===== src/rtl/alu_ctrl_pkg.sv =====
// Shared ALU control definitions: ALU_SEL codes, ALUOp classes, function
// fields and the encoded FIFO entry. Used by both the control decoder and
// the control encoder.
package alu_ctrl_pkg;

  // ALU_SEL operation codes
  localparam logic [3:0] SEL_AND = 4'b0000;
  localparam logic [3:0] SEL_OR  = 4'b0001;
  localparam logic [3:0] SEL_ADD = 4'b0010;
  localparam logic [3:0] SEL_SUB = 4'b0110;
  localparam logic [3:0] SEL_SLT = 4'b0111;
  localparam logic [3:0] SEL_NOR = 4'b1100;

  // ALUOp instruction classes
  localparam logic [1:0] ALUOP_LDST   = 2'b00;
  localparam logic [1:0] ALUOP_BRANCH = 2'b01;
  localparam logic [1:0] ALUOP_RTYPE  = 2'b10;

  // R-type function fields
  localparam logic [5:0] FUNC_NONE = 6'b000000;
  localparam logic [5:0] FUNC_ADD  = 6'b100000;
  localparam logic [5:0] FUNC_SUB  = 6'b100010;
  localparam logic [5:0] FUNC_AND  = 6'b100100;
  localparam logic [5:0] FUNC_OR   = 6'b100101;
  localparam logic [5:0] FUNC_NOR  = 6'b100111;
  localparam logic [5:0] FUNC_SLT  = 6'b101010;

  // One queued control word as presented on the alu_control bus
  typedef struct packed {
    logic [1:0] aluop;
    logic [5:0] func;
  } alu_entry_t;

endpackage


===== src/rtl/alu_enc_fifo.sv =====
// Generic synchronous FIFO: registered memory, wrap-around pointers and an
// occupancy counter. Push while full and pop while empty are ignored.
module alu_enc_fifo #(
  parameter int DEPTH = 4,
  parameter int WIDTH = 8
) (
  input  logic             clk_i,
  input  logic             rst_i,
  input  logic             push_i,
  input  logic [WIDTH-1:0] wdata_i,
  input  logic             pop_i,
  output logic [WIDTH-1:0] rdata_o,
  output logic             full_o,
  output logic             empty_o
);

  localparam int AW = (DEPTH > 1) ? $clog2(DEPTH) : 1;
  localparam int CW = $clog2(DEPTH) + 1;

  logic [WIDTH-1:0] mem_q [DEPTH];
  logic [AW-1:0]    wptr_q, rptr_q;
  logic [CW-1:0]    cnt_q;
  logic             do_push, do_pop;

  assign full_o  = (cnt_q == CW'(DEPTH));
  assign empty_o = (cnt_q == '0);
  assign do_push = push_i & ~full_o;
  assign do_pop  = pop_i & ~empty_o;
  assign rdata_o = mem_q[rptr_q];

  // Pointer and occupancy bookkeeping; DEPTH is a power of two so the
  // pointers wrap modulo DEPTH by natural overflow.
  always_ff @(posedge clk_i) begin
    if (rst_i) begin
      wptr_q <= '0;
      rptr_q <= '0;
      cnt_q  <= '0;
    end else begin
      if (do_push) wptr_q <= wptr_q + 1'b1;
      if (do_pop)  rptr_q <= rptr_q + 1'b1;
      case ({do_push, do_pop})
        2'b10:   cnt_q <= cnt_q + 1'b1;
        2'b01:   cnt_q <= cnt_q - 1'b1;
        default: cnt_q <= cnt_q;
      endcase
    end
  end

  // Storage write; contents need no reset because an empty FIFO masks them.
  always_ff @(posedge clk_i) begin
    if (do_push) mem_q[wptr_q] <= wdata_i;
  end

endmodule


===== src/rtl/alu_ctrl_encoder.sv =====
// ALU control encoder: turns a requested ALU_SEL code into the ALUOp /
// function-field pair the control decoder expects, queued in a small FIFO.
// Optional feature macro: ALU_ENC_ERRCNT_EN adds the 8-bit saturating
// illegal-request counter and its err_cnt port.
module alu_ctrl_encoder
  import alu_ctrl_pkg::*;
#(
  parameter int DEPTH = 4
) (
  input  logic       clk,
  input  logic       rst,
  input  logic       req_valid,
  output logic       req_ready,
  input  logic [3:0] req_sel,
  input  logic       req_short,
  output logic       out_valid,
  input  logic       out_ready,
  output logic [1:0] ALUOp,
  output logic [5:0] func_field,
  output logic       err_illegal,
  input  logic       err_clr
`ifdef ALU_ENC_ERRCNT_EN
  ,
  output logic [7:0] err_cnt
`endif
);

  alu_entry_t enc_d;
  alu_entry_t head;
  logic       enc_legal;
  logic       fifo_full, fifo_empty;
  logic       accept, push, pop, ill_acc;
  logic       err_illegal_q;

  // Encode the request; short forms exist only for ADD and SUB.
  always_comb begin
    enc_d     = '{aluop: ALUOP_LDST, func: FUNC_NONE};
    enc_legal = 1'b1;
    case (req_sel)
      SEL_ADD: enc_d = req_short ? '{ALUOP_LDST, FUNC_NONE}
                                 : '{ALUOP_RTYPE, FUNC_ADD};
      SEL_SUB: enc_d = req_short ? '{ALUOP_BRANCH, FUNC_NONE}
                                 : '{ALUOP_RTYPE, FUNC_SUB};
      SEL_AND: enc_d = '{ALUOP_RTYPE, FUNC_AND};
      SEL_OR:  enc_d = '{ALUOP_RTYPE, FUNC_OR};
      SEL_SLT: enc_d = '{ALUOP_RTYPE, FUNC_SLT};
      SEL_NOR: enc_d = '{ALUOP_RTYPE, FUNC_NOR};
      default: enc_legal = 1'b0;
    endcase
  end

  assign req_ready = ~fifo_full;
  assign out_valid = ~fifo_empty;
  assign accept    = req_valid & req_ready;
  assign push      = accept & enc_legal;
  assign ill_acc   = accept & ~enc_legal;
  assign pop       = out_valid & out_ready;

  alu_enc_fifo #(
    .DEPTH (DEPTH),
    .WIDTH ($bits(alu_entry_t))
  ) u_fifo (
    .clk_i   (clk),
    .rst_i   (rst),
    .push_i  (push),
    .wdata_i (enc_d),
    .pop_i   (pop),
    .rdata_o (head),
    .full_o  (fifo_full),
    .empty_o (fifo_empty)
  );

  // Stale storage must not leak onto the bus while nothing is queued.
  assign ALUOp      = out_valid ? head.aluop : '0;
  assign func_field = out_valid ? head.func  : '0;

  // Sticky illegal flag; a new illegal accept wins over a clear.
  always_ff @(posedge clk) begin
    if (rst)          err_illegal_q <= 1'b0;
    else if (ill_acc) err_illegal_q <= 1'b1;
    else if (err_clr) err_illegal_q <= 1'b0;
  end

  assign err_illegal = err_illegal_q;

`ifdef ALU_ENC_ERRCNT_EN
  logic [7:0] err_cnt_q;

  // Saturating illegal counter; clear plus illegal accept restarts at 1.
  always_ff @(posedge clk) begin
    if (rst)                          err_cnt_q <= '0;
    else if (err_clr)                 err_cnt_q <= {7'd0, ill_acc};
    else if (ill_acc && ~&err_cnt_q)  err_cnt_q <= err_cnt_q + 1'b1;
  end

  assign err_cnt = err_cnt_q;
`endif

endmodule


===== config.mk =====
export PLATFORM = sky130hd
export DESIGN_NAME = alu_ctrl_encoder
export DESIGN_NICKNAME = d
export VERILOG_FILES = /design/src/rtl/alu_ctrl_pkg.sv /design/src/rtl/alu_enc_fifo.sv /design/src/rtl/alu_ctrl_encoder.sv
export SDC_FILE = /design/constraint.sdc
export NUM_CORES = 1
export LEC_CHECK = 0
export CAP_MARGIN = 20
export CORE_MARGIN = 5
export CORE_UTILIZATION = 45
export CTS_CLUSTER_DIAMETER = 200
export DETAILED_ROUTE_END_ITERATION = 8
export GPL_TIMING_DRIVEN = 0
export PLACE_DENSITY = 0.64
export SLEW_MARGIN = 20
export SYNTH_ARGS = -nofsm -noshare
export SYNTH_HDL_FRONTEND = slang
export SYNTH_SLANG_ARGS = --single-unit

===== constraint.sdc =====
create_clock -name clk -period 3.41 [get_ports clk]
set_clock_uncertainty 0.15 [all_clocks]
set_input_delay 0.341 -clock clk [delete_from_list [all_inputs] [get_ports clk]]
set_output_delay 0.341 -clock clk [all_outputs]
set_load 0.05 [all_outputs]

==> metrics <==
Worst Path Arrival 2400 ps; CTS Hold Bufs 0; Critical Setup Path Class flip-flop to primary output; RR Startpoint u_fifo.cnt_q[0]$_SDFFE_PP0P_; Util after Layout 56.2%; CTS resizes 0; area share of fa/ha/maj cells after synthesis 5.31%; Global Route Usage Sum 13.0%; register area share after synthesis 59.2%; Min-Delay Endpoint err_illegal$_SDFFE_PP0P_; Syn. warnings 0; largest cells by area after synthesis edfxtp_1 46%, dfxtp_1 13%, mux4_2 8.7%, and2_1 4.4%, ha_1 4.0%; Synth Instances 115; final net count 157; clk root buf clkbuf_4; mux cell area share after synthesis 10.3%; Final period util 84.7%; R2R Setup Slk 860 ps; R2R Path End u_fifo.cnt_q[2]$_SDFFE_PP0P_; pin count of the biggest net entering global routing 12; ANT nets after route 0; outcome finished clean; Placement Cell Area 1800 µm²; DRT Pass-1 Iters 4; total power per unit cell area 699 nW/µm²; Core Area 3340 µm²; WL per Instance 13.7 µm; Reg area 921 µm²; Mean Syn Cell Area 13.5 µm²; IO Port Bufs 19; first-pass GRT wire length 4330 µm; Max Root-Sink Buffers 2; Max Slew Vio Count 0; routed via count 920; area of the mapped netlist 1560 µm²; net count after synthesis 131; hpwl dp 1900 µm; Die X 68.8 µm; hold depth 2; drt via density 4.89; CTS buffer count 5; largest family of logic cells by synthesized area simple AND/OR/NAND/NOR gates; initial drt markers 20; reg2reg path depth 10; TNS Setup 0 ps; vias in the first global route 915; Synth area leader edfxtp_1; RSZ-0062 raised after global routing no; area delta synth->final 20.6%; placed cells 180; Clk Latency, worst-skew pair 340 ps; crit end category primary output; WL final 2580 µm; Pleak 0.669 nW; DRC Markers 0; CTS Sinks 34; Die H 68.8 µm; CP startpoint kind flip-flop; Final Cell Area 1880 µm²; crit-path max FO 6; share of cells above drive strength 1 15.5%; Tot Pwr 1.31 mW; post-synth top area share 46.3%; Hold Path Class flip-flop to flip-flop; Tmin final 2890 ps; antenna cells 0; FILL cells 304; Peak VDD IR 0.262 mV; xor and xnor area share after synthesis 2.25%; total grt overflow 0; Yosys reg bits 34; Slew @ Worst Pin 502 ps; Hold Crit Start err_illegal$_SDFFE_PP0P_; CP required 2920 ps; non-filler cells, final 188; register clock-pin slew on the reported worst setup and hold paths 110 ps; Final Hold Vio Count 0; initial antenna violation count 0; I/O pin count 21; CTS H-tree depth 2; Row Count 21; simple-gate share of the synthesized area 15.3%; max cap viols 0; starting density of the core 46.6%; CTS tree done; Die Area 4730 µm²; max_slew headroom 66.4%; Synth cell types 34; Max Fclk 0.346 GHz; Synth Area in Compound Gates 3.94%; RD Place Congestion 0.745; footprint of the multi-input gates 581 µm²; Post-CTS Setup Repair Bufs 0; final setup fails 0
-- worst max-delay path, stage by stage (launching register included) --
cell and delay [ps]:
dfxtp_1 320, buf_2 230, mux4_2 510, and2_1 180
buf_4 130, clkdlybuf4s50_1 690
-- cell type report --
type | instances | area share [%]
multi-input cells | 69 | 31.0
clock buffers | 6 | 3.34
well taps | 46 | 3.07
inverters | 7 | 1.40
plain buffers | 5 | 1.47
clock inverters | 2 | 0.534
repair buffers | 19 | 10.1
flip-flops and latches | 34 | 49.1
-- state kept, by name, summed over array words and instances, names as in the netlist, named ones only --
register	count
u_fifo.wptr_q	2
u_fifo.cnt_q	3
u_fifo.rptr_q	2
err_illegal	1
u_fifo.mem_q	24
-- worst max path at each step --
stage | to | slack [ps] | cells after the start | startpoint
after floorplan | u_fifo.cnt_q[2]$_SDFFE_PP0P_ | 770 | 9 | u_fifo.cnt_q[0]$_SDFFE_PP0P_
after global placement | u_fifo.cnt_q[2]$_SDFFE_PP0P_ | 480 | 11 | req_sel[2]
after detailed placement | u_fifo.cnt_q[2]$_SDFFE_PP0P_ | 390 | 11 | req_sel[2]
after CTS | func_field[5] | 490 | 5 | flip-flop
after global routing | func_field[5] | 390 | 5 | flip-flop
final | func_field[5] | 520 | 5 | flip-flop
-- kinds of logic after synthesis --
family | Yosys count
AO/OA/AOI/OAI | 9
adder cells (fa/ha/maj) | 6
XOR/XNOR | 4
other | 1
flip-flops | 34
buffers and inverters | 12
multiplexers | 8
AND/OR/NAND/NOR | 41
-- cell usage in the layout (no fill, tap or decap), drive strengths merged --
cell type / netlist / final
o32a: 1 / 1
and4b: 1 / 1
and3b: 1 / 1
and2: 11 / 11
mux2i: 1 / 1
buf: 3 / 3
xor2: 3 / 3
nor2b: 3 / 3
or3b: 1 / 1
o21ba: 1 / 1
a32oi: 1 / 1
mux2: 1 / 1
and3: 1 / 1
nand2b: 4 / 4
a22oi: 1 / 1
conb: 1 / 1
or3: 2 / 2
clkbuf: 2 / 8
o21ai: 1 / 1
nand2: 2 / 2
nor2: 12 / 12
ha: 5 / 5
edfxtp: 24 / 24
nand3: 1 / 1
dfxtp: 10 / 10
fa: 1 / 1
or2: 1 / 1
nand3b: 1 / 1
clkinv: 0 / 2
mux4: 6 / 6
a21oi: 4 / 4
xnor2: 1 / 1
inv: 7 / 7
clkdlybuf4s50: 0 / 19
-- cells in the mapped netlist --
library cell,count
or2_2,1
dfxtp_1,10
nand3b_1,1
and2_1,11
clkbuf_1,2
and3_1,1
nand3_1,1
and4b_1,1
and3b_1,1
mux4_2,6
nor2_1,11
xor2_1,3
mux2_4,1
o21ai_0,1
nor2_4,1
or3b_2,1
a21oi_1,4
nand2_1,2
buf_2,1
nand2b_1,4
or3_1,2
mux2i_1,1
conb_1,1
buf_4,2
o32a_1,1
nor2b_1,3
inv_1,7
xnor2_1,1
o21ba_2,1
ha_1,5
fa_1,1
a22oi_1,1
edfxtp_1,24
a32oi_1,1
-- routing by layer --
layer,up-vias,global-route usage (%),part of all wire [%]
met3,5,4.38,4.2
met5,-,0,0
li1,457,-,-
met2,20,20.9,48
met4,0,5.11,1.7
met1,438,16.0,46
-- where the power goes --
group,internal [mW],switching [mW]
Clock,0.122,0.135
Sequential,0.476,0.0219
Combinational,0.219,0.336
Total,0.818,0.493
-- metrics by stage --
step                setup slack [ps]  hold WS (ps)
floorplan                        772           312
global placement                 480           319
detailed placement               389           337
CTS                              487           368
global route                     392           398
finish                           521           362
Power figures use the tool's default switching activity.
